[src/rtl/alu_issue_ctrl.sv]
// Issue controller for the combinational ALU: latches a request, drives the ALU for EXEC_CYCLES, returns the captured result.
// Latency: accept -> response valid after EXEC_CYCLES+1 edges (1 edge for illegal opcodes); request and response channels are valid/ready.
// Backpressure: req_ready is low outside IDLE; a stalled response holds all rsp_* stable until rsp_ready.
module alu_issue_ctrl #(
    parameter int DATA_W      = 32,
    parameter int OP_W        = 4,
    parameter int TAG_W       = 4,
    parameter int EXEC_CYCLES = 1
) (
    input  logic              clk,
    input  logic              rst,
    input  logic              req_valid,
    output logic              req_ready,
    input  logic [OP_W-1:0]   req_op,
    input  logic [DATA_W-1:0] req_src1,
    input  logic [DATA_W-1:0] req_src2,
    input  logic [TAG_W-1:0]  req_tag,
    output logic              alu_enable,
    output logic [OP_W-1:0]   alu_op,
    output logic [DATA_W-1:0] alu_src1,
    output logic [DATA_W-1:0] alu_src2,
    input  logic [DATA_W-1:0] alu_result,
    input  logic              alu_overflow,
    output logic              rsp_valid,
    input  logic              rsp_ready,
    output logic [DATA_W-1:0] rsp_result,
    output logic              rsp_overflow,
    output logic              rsp_err,
    output logic [TAG_W-1:0]  rsp_tag,
    output logic [15:0]       op_count
);

    localparam int CNT_W = 4;
    localparam logic [OP_W-1:0] OP_LAST_LEGAL = OP_W'(5);

    typedef enum logic [1:0] {
        IDLE = 2'd0,
        EXEC = 2'd1,
        RESP = 2'd2
    } state_t;

    state_t            state_q, state_d;
    logic              req_ready_q, req_ready_d;
    logic              alu_enable_q, alu_enable_d;
    logic [OP_W-1:0]   alu_op_q, alu_op_d;
    logic [DATA_W-1:0] alu_src1_q, alu_src1_d;
    logic [DATA_W-1:0] alu_src2_q, alu_src2_d;
    logic [TAG_W-1:0]  tag_q, tag_d;
    logic [CNT_W-1:0]  cnt_q, cnt_d;
    logic              rsp_valid_q, rsp_valid_d;
    logic [DATA_W-1:0] rsp_result_q, rsp_result_d;
    logic              rsp_overflow_q, rsp_overflow_d;
    logic              rsp_err_q, rsp_err_d;
    logic [TAG_W-1:0]  rsp_tag_q, rsp_tag_d;
    logic [15:0]       op_count_q, op_count_d;

    always_comb begin
        state_d        = state_q;
        req_ready_d    = req_ready_q;
        alu_enable_d   = alu_enable_q;
        alu_op_d       = alu_op_q;
        alu_src1_d     = alu_src1_q;
        alu_src2_d     = alu_src2_q;
        tag_d          = tag_q;
        cnt_d          = cnt_q;
        rsp_valid_d    = rsp_valid_q;
        rsp_result_d   = rsp_result_q;
        rsp_overflow_d = rsp_overflow_q;
        rsp_err_d      = rsp_err_q;
        rsp_tag_d      = rsp_tag_q;
        op_count_d     = op_count_q;

        case (state_q)
            IDLE: begin
                if (req_valid) begin
                    alu_op_d    = req_op;
                    alu_src1_d  = req_src1;
                    alu_src2_d  = req_src2;
                    tag_d       = req_tag;
                    req_ready_d = 1'b0;
                    if (req_op <= OP_LAST_LEGAL) begin
                        state_d      = EXEC;
                        alu_enable_d = 1'b1;
                        cnt_d        = CNT_W'(EXEC_CYCLES - 1);
                    end else begin
                        // Illegal opcode: answer straight away, ALU stays idle.
                        state_d        = RESP;
                        rsp_valid_d    = 1'b1;
                        rsp_err_d      = 1'b1;
                        rsp_result_d   = '0;
                        rsp_overflow_d = 1'b0;
                        rsp_tag_d      = req_tag;
                    end
                end
            end
            EXEC: begin
                if (cnt_q == '0) begin
                    state_d        = RESP;
                    alu_enable_d   = 1'b0;
                    rsp_valid_d    = 1'b1;
                    rsp_result_d   = alu_result;
                    rsp_overflow_d = alu_overflow;
                    rsp_err_d      = 1'b0;
                    rsp_tag_d      = tag_q;
                end else begin
                    cnt_d = cnt_q - 1'b1;
                end
            end
            RESP: begin
                if (rsp_ready) begin
                    state_d     = IDLE;
                    req_ready_d = 1'b1;
                    rsp_valid_d = 1'b0;
                    op_count_d  = op_count_q + 16'd1;
                end
            end
            default: begin
                state_d      = IDLE;
                req_ready_d  = 1'b1;
                alu_enable_d = 1'b0;
                rsp_valid_d  = 1'b0;
            end
        endcase
    end

    always_ff @(posedge clk or posedge rst) begin
        if (rst) begin
            state_q        <= IDLE;
            req_ready_q    <= 1'b1;
            alu_enable_q   <= 1'b0;
            alu_op_q       <= '0;
            alu_src1_q     <= '0;
            alu_src2_q     <= '0;
            tag_q          <= '0;
            cnt_q          <= '0;
            rsp_valid_q    <= 1'b0;
            rsp_result_q   <= '0;
            rsp_overflow_q <= 1'b0;
            rsp_err_q      <= 1'b0;
            rsp_tag_q      <= '0;
            op_count_q     <= '0;
        end else begin
            state_q        <= state_d;
            req_ready_q    <= req_ready_d;
            alu_enable_q   <= alu_enable_d;
            alu_op_q       <= alu_op_d;
            alu_src1_q     <= alu_src1_d;
            alu_src2_q     <= alu_src2_d;
            tag_q          <= tag_d;
            cnt_q          <= cnt_d;
            rsp_valid_q    <= rsp_valid_d;
            rsp_result_q   <= rsp_result_d;
            rsp_overflow_q <= rsp_overflow_d;
            rsp_err_q      <= rsp_err_d;
            rsp_tag_q      <= rsp_tag_d;
            op_count_q     <= op_count_d;
        end
    end

    assign req_ready    = req_ready_q;
    assign alu_enable   = alu_enable_q;
    assign alu_op       = alu_op_q;
    assign alu_src1     = alu_src1_q;
    assign alu_src2     = alu_src2_q;
    assign rsp_valid    = rsp_valid_q;
    assign rsp_result   = rsp_result_q;
    assign rsp_overflow = rsp_overflow_q;
    assign rsp_err      = rsp_err_q;
    assign rsp_tag      = rsp_tag_q;
    assign op_count     = op_count_q;

endmodule
[config.mk]
export PLATFORM = sky130hd
export DESIGN_NAME = alu_issue_ctrl
export DESIGN_NICKNAME = d
export VERILOG_FILES = /design/src/rtl/alu_issue_ctrl.sv
export SDC_FILE = /design/constraint.sdc
export NUM_CORES = 1
export LEC_CHECK = 0
export ABC_AREA = 1
export ABC_CLOCK_PERIOD_IN_PS = 4100
export BUFFER_PORTS_ARGS = -buffer_cell sky130_fd_sc_hd__buf_2
export CAP_MARGIN = 0
export CORE_ASPECT_RATIO = 0.7
export CORE_MARGIN = 10
export CORE_UTILIZATION = 43
export DETAILED_ROUTE_END_ITERATION = 8
export PLACE_DENSITY = 0.76
export SYNTH_ARGS = -nofsm -noshare
export SYNTH_HDL_FRONTEND = slang
export SYNTH_SLANG_ARGS = --single-unit
[constraint.sdc]
create_clock -name clk -period 4.1 [get_ports clk]
set_clock_uncertainty 0.2 [all_clocks]
set_input_delay 0.205 -clock clk [delete_from_list [all_inputs] [get_ports clk]]
set_output_delay 0.205 -clock clk [all_outputs]
set_load 0.01 [all_outputs]
==> results of run 1 <==
## stage by stage
| step | instances | util [%] | cell area [um^2] |
|---|---|---|---|
| finish | 1026 | 67.8 | 8480 |
| CTS | 1022 | 67.7 | 8470 |
| floorplan | 508 | - | 5540 |
| detailed placement | 884 | 54.6 | 6830 |
| global placement | 884 | 54.6 | 6830 |
| global route | 1023 | 67.7 | 8470 |
## power by group
group	internal [mW]	leakage, nW	switching, mW
logic	1.00	2.50	1.27
registers	1.90	1.68	0.335
clock network	0.904	0.285	0.564
total	3.81	4.46	2.17
## area by class of cell
| cell class | count | area [um^2] | area share (%) |
|---|---|---|---|
| Sequential cell | 135 | 3380 | 39.9 |
| Timing Repair Buffer | 342 | 2250 | 26.6 |
| Multi-Input combinational cell | 323 | 1950 | 23.0 |
| Clock buffer | 18 | 439 | 5.18 |
| Tap cell | 162 | 203 | 2.39 |
| Clock inverter | 13 | 133 | 1.56 |
| Inverter | 29 | 114 | 1.34 |
| Antenna cell | 4 | 10.0 | 0.118 |
## kinds of logic (layout without fill, tap and decap cells)
group                      count (synthesis)  after routing  share of synthesized area (%)
AOI/OAI and AO/OA                         20             20                           1.99
xor gates and xnor gates                  13             13                           2.05
adders and majority gates                  3              3                          0.677
buffers and inverters                     50            402                           4.00
DFF                                      135            135                           61.0
muxes                                     67             67                           13.6
other                                      0              4                              0
and+or+nand+nor                          220            220                           16.7
## what timing repair did
action	4_1_cts	5_1_grt
hold endpoints to repair	211	0
hold buffers	107	0
buffers inserted	0	0
## layout by cell type, fill, tap and decap left out, types with 2 or more instances in the layout
cell,instances
a21oi_1,2
buf_2,233
buf_4,2
bufinv_16,2
clkbuf_16,17
clkinv_2,6
clkinv_4,4
dfrtp_1,134
diode_2,4
dlygate4sd3_1,107
ha_1,3
inv_1,26
inv_2,2
mux2_2,67
nand2_1,142
nand3_1,43
nand3_2,2
nand4_1,6
nor2_1,20
nor3_1,2
o21ai_0,16
xnor2_1,3
xor2_1,10
## worst paths after layout
kind / endpoint / depth (start not counted)
worst max-delay path: rsp_result[7] / 7
worst min register to register: rsp_err / 2
worst min-delay path: req_ready / 5
worst max register to register: rsp_result[7] / 7
min in group asynchronous: alu_src2[19] / 3
max in group asynchronous: req_ready / 4
## routing by layer
| metal | share of wire (%) | wire (um) |
|---|---|---|
| met4 | 1.7 | 298 |
| met2 | 50 | 8940 |
| met3 | 9.3 | 1670 |
| met1 | 39 | 7010 |
| met5 | 0 | 0 |
## sequential cells by signal, indices dropped and copies added, names as in the netlist
name and flops:
alu_src1 32, alu_src2 32, alu_op 4, rsp_err 1
rsp_valid 1, alu_enable 1, rsp_tag 4, rsp_result 32
tag_q 4, req_ready 1, cnt_q 4, op_count 16
state_q 2, rsp_overflow 1
## worst reg2reg max path: cells and delay by family, from the launching register on
family | cells | cell delay, ns
and+or+nand+nor | 4 | 1.09
DFF | 1 | 0.40
adders and majority gates | 1 | 0.19
buffers and inverters | 1 | 0.09
AOI/OAI and AO/OA | 1 | 0.10
==> reports/metrics.cfg, run 1 <==
[sta]
whs_ns = 0.0443
rsz0062_at_grt = false
finalCritPeriodShare_pct = 53.7
tightest_slew_ns = 1.00
min_period_ns = 2.20
setup_viol = 0
max-slew-margin-rel_pct = 33.2
slew_violations = 0
worst_slack_ns = 1.90
fin_tns_setup_ns = 0
fmax_ghz = 0.454
hold_viol_final = 0

[global_routing]
antenna_found_initial = 1
grt_pass1_vias = 5560
grt_overflow = 0
use_met1_pct = 22.1
grt_pass1_wl_um = 29100
use_met2_pct = 34.8
met3_usage_pct = 8.28
grt_max_degree = 105
busiest_layer = met2
grt_usage_pct = 20.1

[die]
start_util_pct = 44.3
rows = 34
die-height_um = 115
core-area_mm2 = 0.0125
die-area_mm2 = 0.0179
pin_count = 234
die_w_um = 156

[synth]
mappedNetlistArea_mm2 = 0.00554
synth_most_common_cell = nand2_1
ys_ff_latch = 135
syn_nets = 620
avgSynthCellArea_um2 = 10.9
synth_top_area_share_pct = 60.5
synth.distinct_cells = 25
synthesis.instances = 508
ys.flop_type = dfrtp_1
ys_warn_count = 0
netlist_top_cells_count = nand2_1, dfrtp_1, mux2_2, nand3_1, inv_1
synth_area_leaders = dfrtp_1, mux2_2, nand2_1
synthArstFlopShare_pct = 100
seq_area_frac_synth_pct = 61.0
synth_top_area_cell = dfrtp_1
synth_edf_count = 0

[worst_hold_path]
hp-start = req_valid
hold_class = input port to register

[worst_setup_path]
regToRegStartpoint = cnt_q[0]
path_common_cell = nand2_1
cp-startpoint = cnt_q[0]
path_max_fanout = 40
critPathCaptureType = register
required_ns = 4.17
critPathLaunchType = register
arrival_ns = 2.28
crit_slowest_cell = nand3_2
path_cells = inv_1 > ha_1 > a21oi_2 > nor2_4 > nand3_2 > nand2_1 > nand2_1
worstSetupPathType = register to register
cpPeakStageDelay_ns = 0.61
path_buf_inv = 1
critical_path.top_delay_family = simple AND/OR/NAND/NOR gates
reg2reg_slack_ns = 1.90

[cts]
clk-insertion-delay-late_ns = 0.40
clockRootBuffer = clkbuf_16
numCtsBuffers = 17
htreeDepth = 4
ctsResizeCount = 0
cts.sinks = 135
clk_pin_slew_ns = 0.06
clk_path_buf_depth = 2
cts_tree = yes

[finish]
nets = 960
synthToLayoutAreaGrowth_pct = 53.0
drive_above_1_share_pct = 40.1
nFillCells = 918

[placed_design]
dp_hpwl_um = 11500
io_buffers = 233
pre_cts_ws_ns = 1.92
gp_congestion = 0.781

[detailed_routing]
drtPass1Iterations = 4
drt-initial-drc-count = 257
vias_per_cell = 4.85
drtAntennaViolNets = 0
wl_per_cell_um = 17.5
totalWireLength_um = 17900
vias = 4976
drc_errors = 0

[power_and_ir_drop]
ir_worst_vdd_v = 0.000424
fin_total_pwr_mw = 5.98
p_per_area_mw_per_mm2 = 705
leakage_nw = 4.46

[status]
status = completed

[run]
cap_violations = 0

(Power assumes the default switching activity.)
==> run 2, diff against run 1 <==
--- a/config.mk
+++ b/config.mk
@@ -6,14 +6,14 @@
 export NUM_CORES = 1
 export LEC_CHECK = 0
 export ABC_AREA = 1
-export ABC_CLOCK_PERIOD_IN_PS = 4100
+export ABC_CLOCK_PERIOD_IN_PS = 2200
 export BUFFER_PORTS_ARGS = -buffer_cell sky130_fd_sc_hd__buf_2
 export CAP_MARGIN = 0
 export CORE_ASPECT_RATIO = 0.7
 export CORE_MARGIN = 10
-export CORE_UTILIZATION = 43
+export CORE_UTILIZATION = 48
 export DETAILED_ROUTE_END_ITERATION = 8
-export PLACE_DENSITY = 0.76
+export PLACE_DENSITY = 0.8
 export SYNTH_ARGS = -nofsm -noshare
 export SYNTH_HDL_FRONTEND = slang
 export SYNTH_SLANG_ARGS = --single-unit
==> constraint.sdc (replaced) <==
create_clock -name clk -period 2.2 [get_ports clk]
set_clock_uncertainty 0.2 [all_clocks]
set_input_delay 0.11 -clock clk [delete_from_list [all_inputs] [get_ports clk]]
set_output_delay 0.11 -clock clk [all_outputs]
set_load 0.01 [all_outputs]
==> run 2 against run 1 <==
Effect of this change: via count is 3.5% higher; total power is 94% higher; routed wire length up 7.0%; critical endpoint is now alu_src1[16]; die area down 8.9%; clock-buffer cell count grew 1; maximum frequency rose by 9.8%; final area rose by 1.8%; largest cell class unchanged.
==> reports/metrics.cfg, run 2 (synthesized netlist as in run 1, its figures left out) <==
[status]
status = completed  ; unchanged

[finish]
nets = 971  ; was 960
drive_above_1_share_pct = 40.0  ; was 40.1%
fin_cells = 1026  ; unchanged
synthToLayoutAreaGrowth_pct = 55.8  ; was 53.0%
stdcell_area_mm2 = 0.00864  ; was 0.00848 mm^2
layout_common_cells = buf_2, nand2_1, dfrtp_1, dlygate4sd3_1, mux2_2  ; unchanged
layout_commonest_cell = buf_2  ; unchanged

[worst_setup_path]
critical_path.top_delay_family = buffers and inverters  ; was simple AND/OR/NAND/NOR gates
required_ns = 2.29  ; was 4.17 ns
critPathLaunchType = register  ; unchanged
arrival_ns = 2.09  ; was 2.28 ns
path_cells = nor2_2 > nand2_4 > mux2_2 > dlygate4sd3_1  ; was inv_1 > ha_1 > a21oi_2 > nor2_4 > nand3_2 > nand2_1 > nand2_1
cpPeakStageDelay_ns = 0.56  ; was 0.61 ns
crit_slowest_cell = dlygate4sd3_1  ; was nand3_2
critPathCaptureType = register  ; unchanged
path_buf_inv = 1  ; unchanged
path_max_fanout = 9  ; was 40
worstSetupPathType = register to register  ; unchanged

[global_routing]
grt_max_degree = 136  ; was 105
antenna_found_initial = 0  ; was 1
grt_pass1_wl_um = 30700  ; was 29,100 um
grt_usage_pct = 23.6  ; was 20.1%
grt_pass1_vias = 5601  ; was 5,560
grt_overflow = 0  ; unchanged

[placed_design]
gp_congestion = 0.848  ; was 0.781
pre_cts_ws_ns = 0.327  ; was 1.92 ns
dp_hpwl_um = 12000  ; was 11,500 um
dp.cells = 879  ; was 884
io_buffers = 233  ; unchanged
dpl_cell_area_mm2 = 0.00689  ; was 0.00683 mm^2

[cts]
numCtsBuffers = 17  ; unchanged
clk_pin_slew_ns = 0.06  ; about the same
clockRootBuffer = clkbuf_16  ; unchanged
clk-insertion-delay-late_ns = 0.41  ; was 0.40 ns
cts.sinks = 135  ; unchanged
cts_setup_buffers = 0  ; unchanged
clk_path_buf_depth = 2  ; unchanged
htreeDepth = 4  ; unchanged
cts_tree = yes  ; unchanged

[sta]
finalCritPeriodShare_pct = 91.2  ; was 53.7%
max-slew-margin-rel_pct = 46.5  ; was 33.2%
min_period_ns = 2.01  ; was 2.20 ns
slew_violations = 0  ; unchanged
rsz0062_at_grt = false  ; unchanged
fin_tns_setup_ns = 0  ; unchanged
setup_viol = 0  ; unchanged
whs_ns = 0.181  ; was 0.0443 ns
worst_slack_ns = 0.194  ; was 1.90 ns
tightest_slew_ns = 0.803  ; was 1.00 ns
fmax_ghz = 0.499  ; was 0.454 GHz
hold_viol_final = 0  ; unchanged

[detailed_routing]
vias_per_cell = 5.02  ; was 4.85
drtAntennaViolNets = 0  ; unchanged
wl_per_cell_um = 18.7  ; was 17.5 um
vias = 5151  ; was 4,976
totalWireLength_um = 19200  ; was 17,900 um
drtPass1Iterations = 5  ; was 4
drt-initial-drc-count = 332  ; was 257
drc_errors = 0  ; unchanged

[power_and_ir_drop]
leakage_nw = 4.53  ; was 4.46 nW
p_int_mw = 7.40  ; was 3.81 mW
pwr-share-clk_pct = 24.6  ; was 24.5%
ir_worst_vdd_v = 0.000806  ; was 0.000424 V
p_comb_share_pct = 39.0  ; was 38.0%
pwr-share-seq_pct = 36.4  ; was 37.4%
power.switching_mw = 4.20  ; was 2.17 mW
p_per_area_mw_per_mm2 = 1340  ; was 705 mW/mm^2
p_sw_share_pct = 36.2  ; was 36.3%

[die]
die_w_um = 148  ; was 156 um
rows = 32  ; was 34
pin_count = 234  ; unchanged
die-area_mm2 = 0.0163  ; was 0.0179 mm^2
core-area_mm2 = 0.0111  ; was 0.0125 mm^2
start_util_pct = 49.8  ; was 44.3%
die-height_um = 110  ; was 115 um

[run]
cap_violations = 0  ; unchanged

[worst_hold_path]
hold_class = input port to asynchronous set/reset pin  ; was input port to register

## run 2: power groups by stage
stage / registers (mW) / logic, mW / clock network, mW
2_1_floorplan: 4.57 / 2.02 / 0
3_3_place_gp: 4.12 / 4.07 / 0
3_5_place_dp: 4.18 / 4.22 / 0
4_1_cts: 4.16 / 4.46 / 2.91
5_1_grt: 4.33 / 4.92 / 3.03
6_report: 4.22 / 4.52 / 2.86
## run 2: cell type report
class	count	area, um^2
repair buffers	353	2400
fillers	626	2490
inverters	29	113
flip-flops and latches	135	3380
clock buffers	19	443
multi-input cells	323	1950
clock inverters	12	153
diodes	2	5.00
well taps	153	191
## run 2: per-stage QoR
stage / power (mW) / utilization, %
global route: 12.3 / 77.5
detailed placement: 8.39 / 61.9
finish: 11.6 / 77.6
floorplan: 6.60 / -
global placement: 8.18 / 61.9
CTS: 11.5 / 77.5
## run 2: timing repair
item,CTS,global route
hold buffers,114,0
hold endpoints to repair,251,0
resized for setup,0,0
## run 2: path summary, 6_finish.rpt
path | slack (ns) | endpoint | cells past startpoint | start
min reg2reg | 0.27 | rsp_tag[3] | 2 | rsp_tag[3]
max in group asynchronous | 0.94 | alu_src1[7] | 4 | rst
min in group clk | 0.27 | rsp_tag[3] | 2 | rsp_tag[3]
max | 0.19 | alu_src1[16] | 4 | state_q[1]
max reg2reg | 0.19 | alu_src1[16] | 4 | state_q[1]
min | 0.18 | rsp_result[4] | 4 | rst
## run 2: per-layer routing
| metal | track usage (%) | share of wire, % | up-vias |
|---|---|---|---|
| li1 | - | - | 2363 |
| met5 | 0 | 0 | - |
| met4 | 7.55 | 1.4 | 0 |
| met3 | 9.89 | 11 | 22 |
| met1 | 27.7 | 40 | 2486 |
| met2 | 39.0 | 48 | 280 |
## run 2: tightest hold or removal path, cell delays in order
cell,delay [ns]
dlygate4sd3_1,0.53
buf_2,0.14
clkinvlp_4,0.08
buf_12,0.41
==> run 3, diff against run 2 <==
--- a/config.mk
+++ b/config.mk
@@ -6,14 +6,14 @@
 export NUM_CORES = 1
 export LEC_CHECK = 0
 export ABC_AREA = 1
-export ABC_CLOCK_PERIOD_IN_PS = 2200
+export ABC_CLOCK_PERIOD_IN_PS = 2500
 export BUFFER_PORTS_ARGS = -buffer_cell sky130_fd_sc_hd__buf_2
 export CAP_MARGIN = 0
 export CORE_ASPECT_RATIO = 0.7
 export CORE_MARGIN = 10
-export CORE_UTILIZATION = 48
+export CORE_UTILIZATION = 50
 export DETAILED_ROUTE_END_ITERATION = 8
-export PLACE_DENSITY = 0.8
+export PLACE_DENSITY = 0.83
 export SYNTH_ARGS = -nofsm -noshare
 export SYNTH_HDL_FRONTEND = slang
 export SYNTH_SLANG_ARGS = --single-unit
==> constraint.sdc (replaced) <==
create_clock -name clk -period 2.5 [get_ports clk]
set_clock_uncertainty 0.2 [all_clocks]
set_input_delay 0.125 -clock clk [delete_from_list [all_inputs] [get_ports clk]]
set_output_delay 0.125 -clock clk [all_outputs]
set_load 0.01 [all_outputs]
==> run 3 against run 2 <==
Effect of this change: via count rose by 0.62%; die area fell by 3.4%; largest cell class unchanged; non-clock buffer count fell by 8; sequential power fell by 12%; largest power group unchanged.
==> reports/metrics.cfg, run 3 (synthesized netlist as in run 1, its figures left out) <==
[status]
status = completed  ; unchanged

[worst_hold_path]
hp-start = req_valid
hold-path-endpoint = req_ready
hold_depth = 5
hold_class = input port to register  ; was input port to asynchronous set/reset pin

[global_routing]
grt_max_degree = 79  ; was 136
grt_usage_pct = 24.5  ; was 23.6%
grt_overflow = 0  ; unchanged
grt_pass1_wl_um = 30700  ; about the same
antenna_found_initial = 1  ; was 0
grt_pass1_vias = 5647  ; was 5,601

[placed_design]
dp_hpwl_um = 11600  ; was 12,000 um
pre_cts_ws_ns = 0.322  ; was 0.327 ns
io_buffers = 233  ; unchanged
gp_congestion = 0.780  ; was 0.848

[cts]
clk_pin_slew_ns = 0.06  ; about the same
clk-insertion-delay-late_ns = 0.40  ; was 0.41 ns
cts.sinks = 135  ; unchanged
numCtsBuffers = 17  ; unchanged
ctsResizeCount = 0  ; unchanged
cts_tree = yes  ; unchanged
clk_path_buf_depth = 2  ; unchanged
cts_setup_buffers = 0  ; unchanged
cts_hold_buf = 107  ; was 114
htreeDepth = 4  ; unchanged
clockRootBuffer = clkbuf_16  ; unchanged

[finish]
layout_common_cells = buf_2, nand2_1, dfrtp_1, dlygate4sd3_1, mux2_2  ; unchanged
nets = 963  ; was 971
ff_latch_area_mm2 = 0.00338  ; unchanged
drive_above_1_share_pct = 40.3  ; was 40.0%
synthToLayoutAreaGrowth_pct = 53.6  ; was 55.8%
nFillCells = 648  ; was 626
layout_commonest_cell = buf_2  ; unchanged
multi_input_area_mm2 = 0.00195  ; unchanged

[worst_setup_path]
critPathLaunchType = register  ; unchanged
crit-reg2reg-capture = rsp_result[16]  ; was alu_src1[16]
reg2reg_slack_ns = 0.12  ; was 0.19 ns
regToRegStartpoint = state_q[1]  ; unchanged
critical_path.top_delay_family = simple AND/OR/NAND/NOR gates  ; was buffers and inverters
path_max_fanout = 40  ; was 9
arrival_ns = 2.46  ; was 2.09 ns
cpPeakStageDelay_ns = 0.61  ; was 0.56 ns
path_cells = nor2_2 > nand2_1 > inv_1 > nor2_4 > nand3_2 > nand2_1 > nand2_1  ; was nor2_2 > nand2_4 > mux2_2 > dlygate4sd3_1
critPathCaptureType = register  ; unchanged
required_ns = 2.57  ; was 2.29 ns
crit_slowest_cell = nand3_2  ; was dlygate4sd3_1
worstSetupPathType = register to register  ; unchanged
path_common_cell = nand2_1
path_buf_inv = 1  ; unchanged
reg2regPathDepth = 7  ; was 4

[die]
start_util_pct = 50.7  ; was 49.8%
rows = 32  ; unchanged
die_w_um = 146  ; was 148 um
die-area_mm2 = 0.0158  ; was 0.0163 mm^2
die-height_um = 108  ; was 110 um
pin_count = 234  ; unchanged
core-area_mm2 = 0.0109  ; was 0.0111 mm^2

[detailed_routing]
drtPass1Iterations = 5  ; unchanged
drt-initial-drc-count = 377  ; was 332
drc_errors = 0  ; unchanged
wl_per_cell_um = 19.1  ; was 18.7 um
vias = 5183  ; was 5,151
drtAntennaViolNets = 0  ; unchanged
totalWireLength_um = 19600  ; was 19,200 um
vias_per_cell = 5.07  ; was 5.02

[sta]
hold_viol_final = 0  ; unchanged
slew_violations = 0  ; unchanged
fin_tns_setup_ns = 0  ; unchanged
min_period_ns = 2.38  ; was 2.01 ns
finalCritPeriodShare_pct = 95.4  ; was 91.2%
rsz0062_at_grt = false  ; unchanged
fmax_ghz = 0.419  ; was 0.499 GHz
setup_viol = 0  ; unchanged
worst_slack_ns = 0.116  ; was 0.194 ns
tightest_slew_ns = 0.898  ; was 0.803 ns
max-slew-margin-rel_pct = 40.2  ; was 46.5%

[power_and_ir_drop]
leakage_nw = 4.47  ; was 4.53 nW
ir_worst_vdd_v = 0.000657  ; was 0.000806 V
p_per_area_mw_per_mm2 = 1180  ; was 1340 mW/mm^2

[run]
cap_violations = 0  ; unchanged

## run 3: changes by cell type in the layout (fill, tap and decap cells not counted), sizes merged
| cell | before | now |
|---|---|---|
| buf | 239 | 238 |
| dlygate4sd3 | 114 | 107 |
| diode | 2 | 6 |
| bufinv | 3 | 2 |
| clkbuf | 19 | 18 |
| clkinv | 7 | 6 |
| clkinvlp | 2 | 4 |
| inv | 29 | 31 |
## run 3: worst max path at each step
stage                           from             end  slack, ns  cells after the start
after floorplan                  rst      alu_enable       0.50                      1
after global placement      cnt_q[0]  rsp_result[22]       0.50                      7
after detailed placement  state_q[1]   rsp_result[4]       0.32                      5
after CTS                 state_q[1]   rsp_result[4]       0.27                      7
after global routing      state_q[1]  rsp_result[16]       0.03                      7
final                     state_q[1]  rsp_result[16]       0.12                      7
## run 3: final cells by class
cell class / count / area share, %
Sequential cell: 135 / 39.7
Timing Repair Buffer: 345 / 26.9
Multi-Input combinational cell: 323 / 22.9
Clock buffer: 18 / 5.04
Tap cell: 153 / 2.25
Clock inverter: 14 / 1.76
Inverter: 29 / 1.32
Antenna cell: 6 / 0.176
## run 3: per-layer routing
metal  up-vias  track usage, %  wire length [um]
li1       2348               -                 -
met1      2506            26.7              7250
met2       281            42.3              9840
met3        48            9.52              1970
met4         0            11.2               527
met5         -               0                 0
## run 3: power by group
part	internal, mW	leakage, nW	switching, mW
clock network	1.48	0.277	0.999
logic	1.66	2.52	2.19
registers	3.12	1.68	0.606
total	6.26	4.47	3.80
## run 3: stage by stage
stage | utilization (%) | hold slack, ns | power, mW | std cells | cell area, um^2
global route | 77.8 | 0.102 | 10.6 | 1018 | 8500
detailed placement | 62.7 | 0.0961 | 7.27 | 878 | 6850
global placement | 62.7 | 0.0741 | 7.08 | 878 | 6850
floorplan | - | 0.0697 | 5.81 | 508 | 5550
finish | 77.9 | 0.0900 | 10.1 | 1023 | 8510
CTS | 77.8 | 0.0405 | 9.94 | 1017 | 8500
## run 3: worst reg2reg max path: stages (launching register included)
cell and delay, ns:
dfrtp_1 0.47, nor2_2 0.12, nand2_1 0.15, inv_1 0.12, nor2_4 0.13, nand3_2 0.61
nand2_1 0.34, nand2_1 0.10
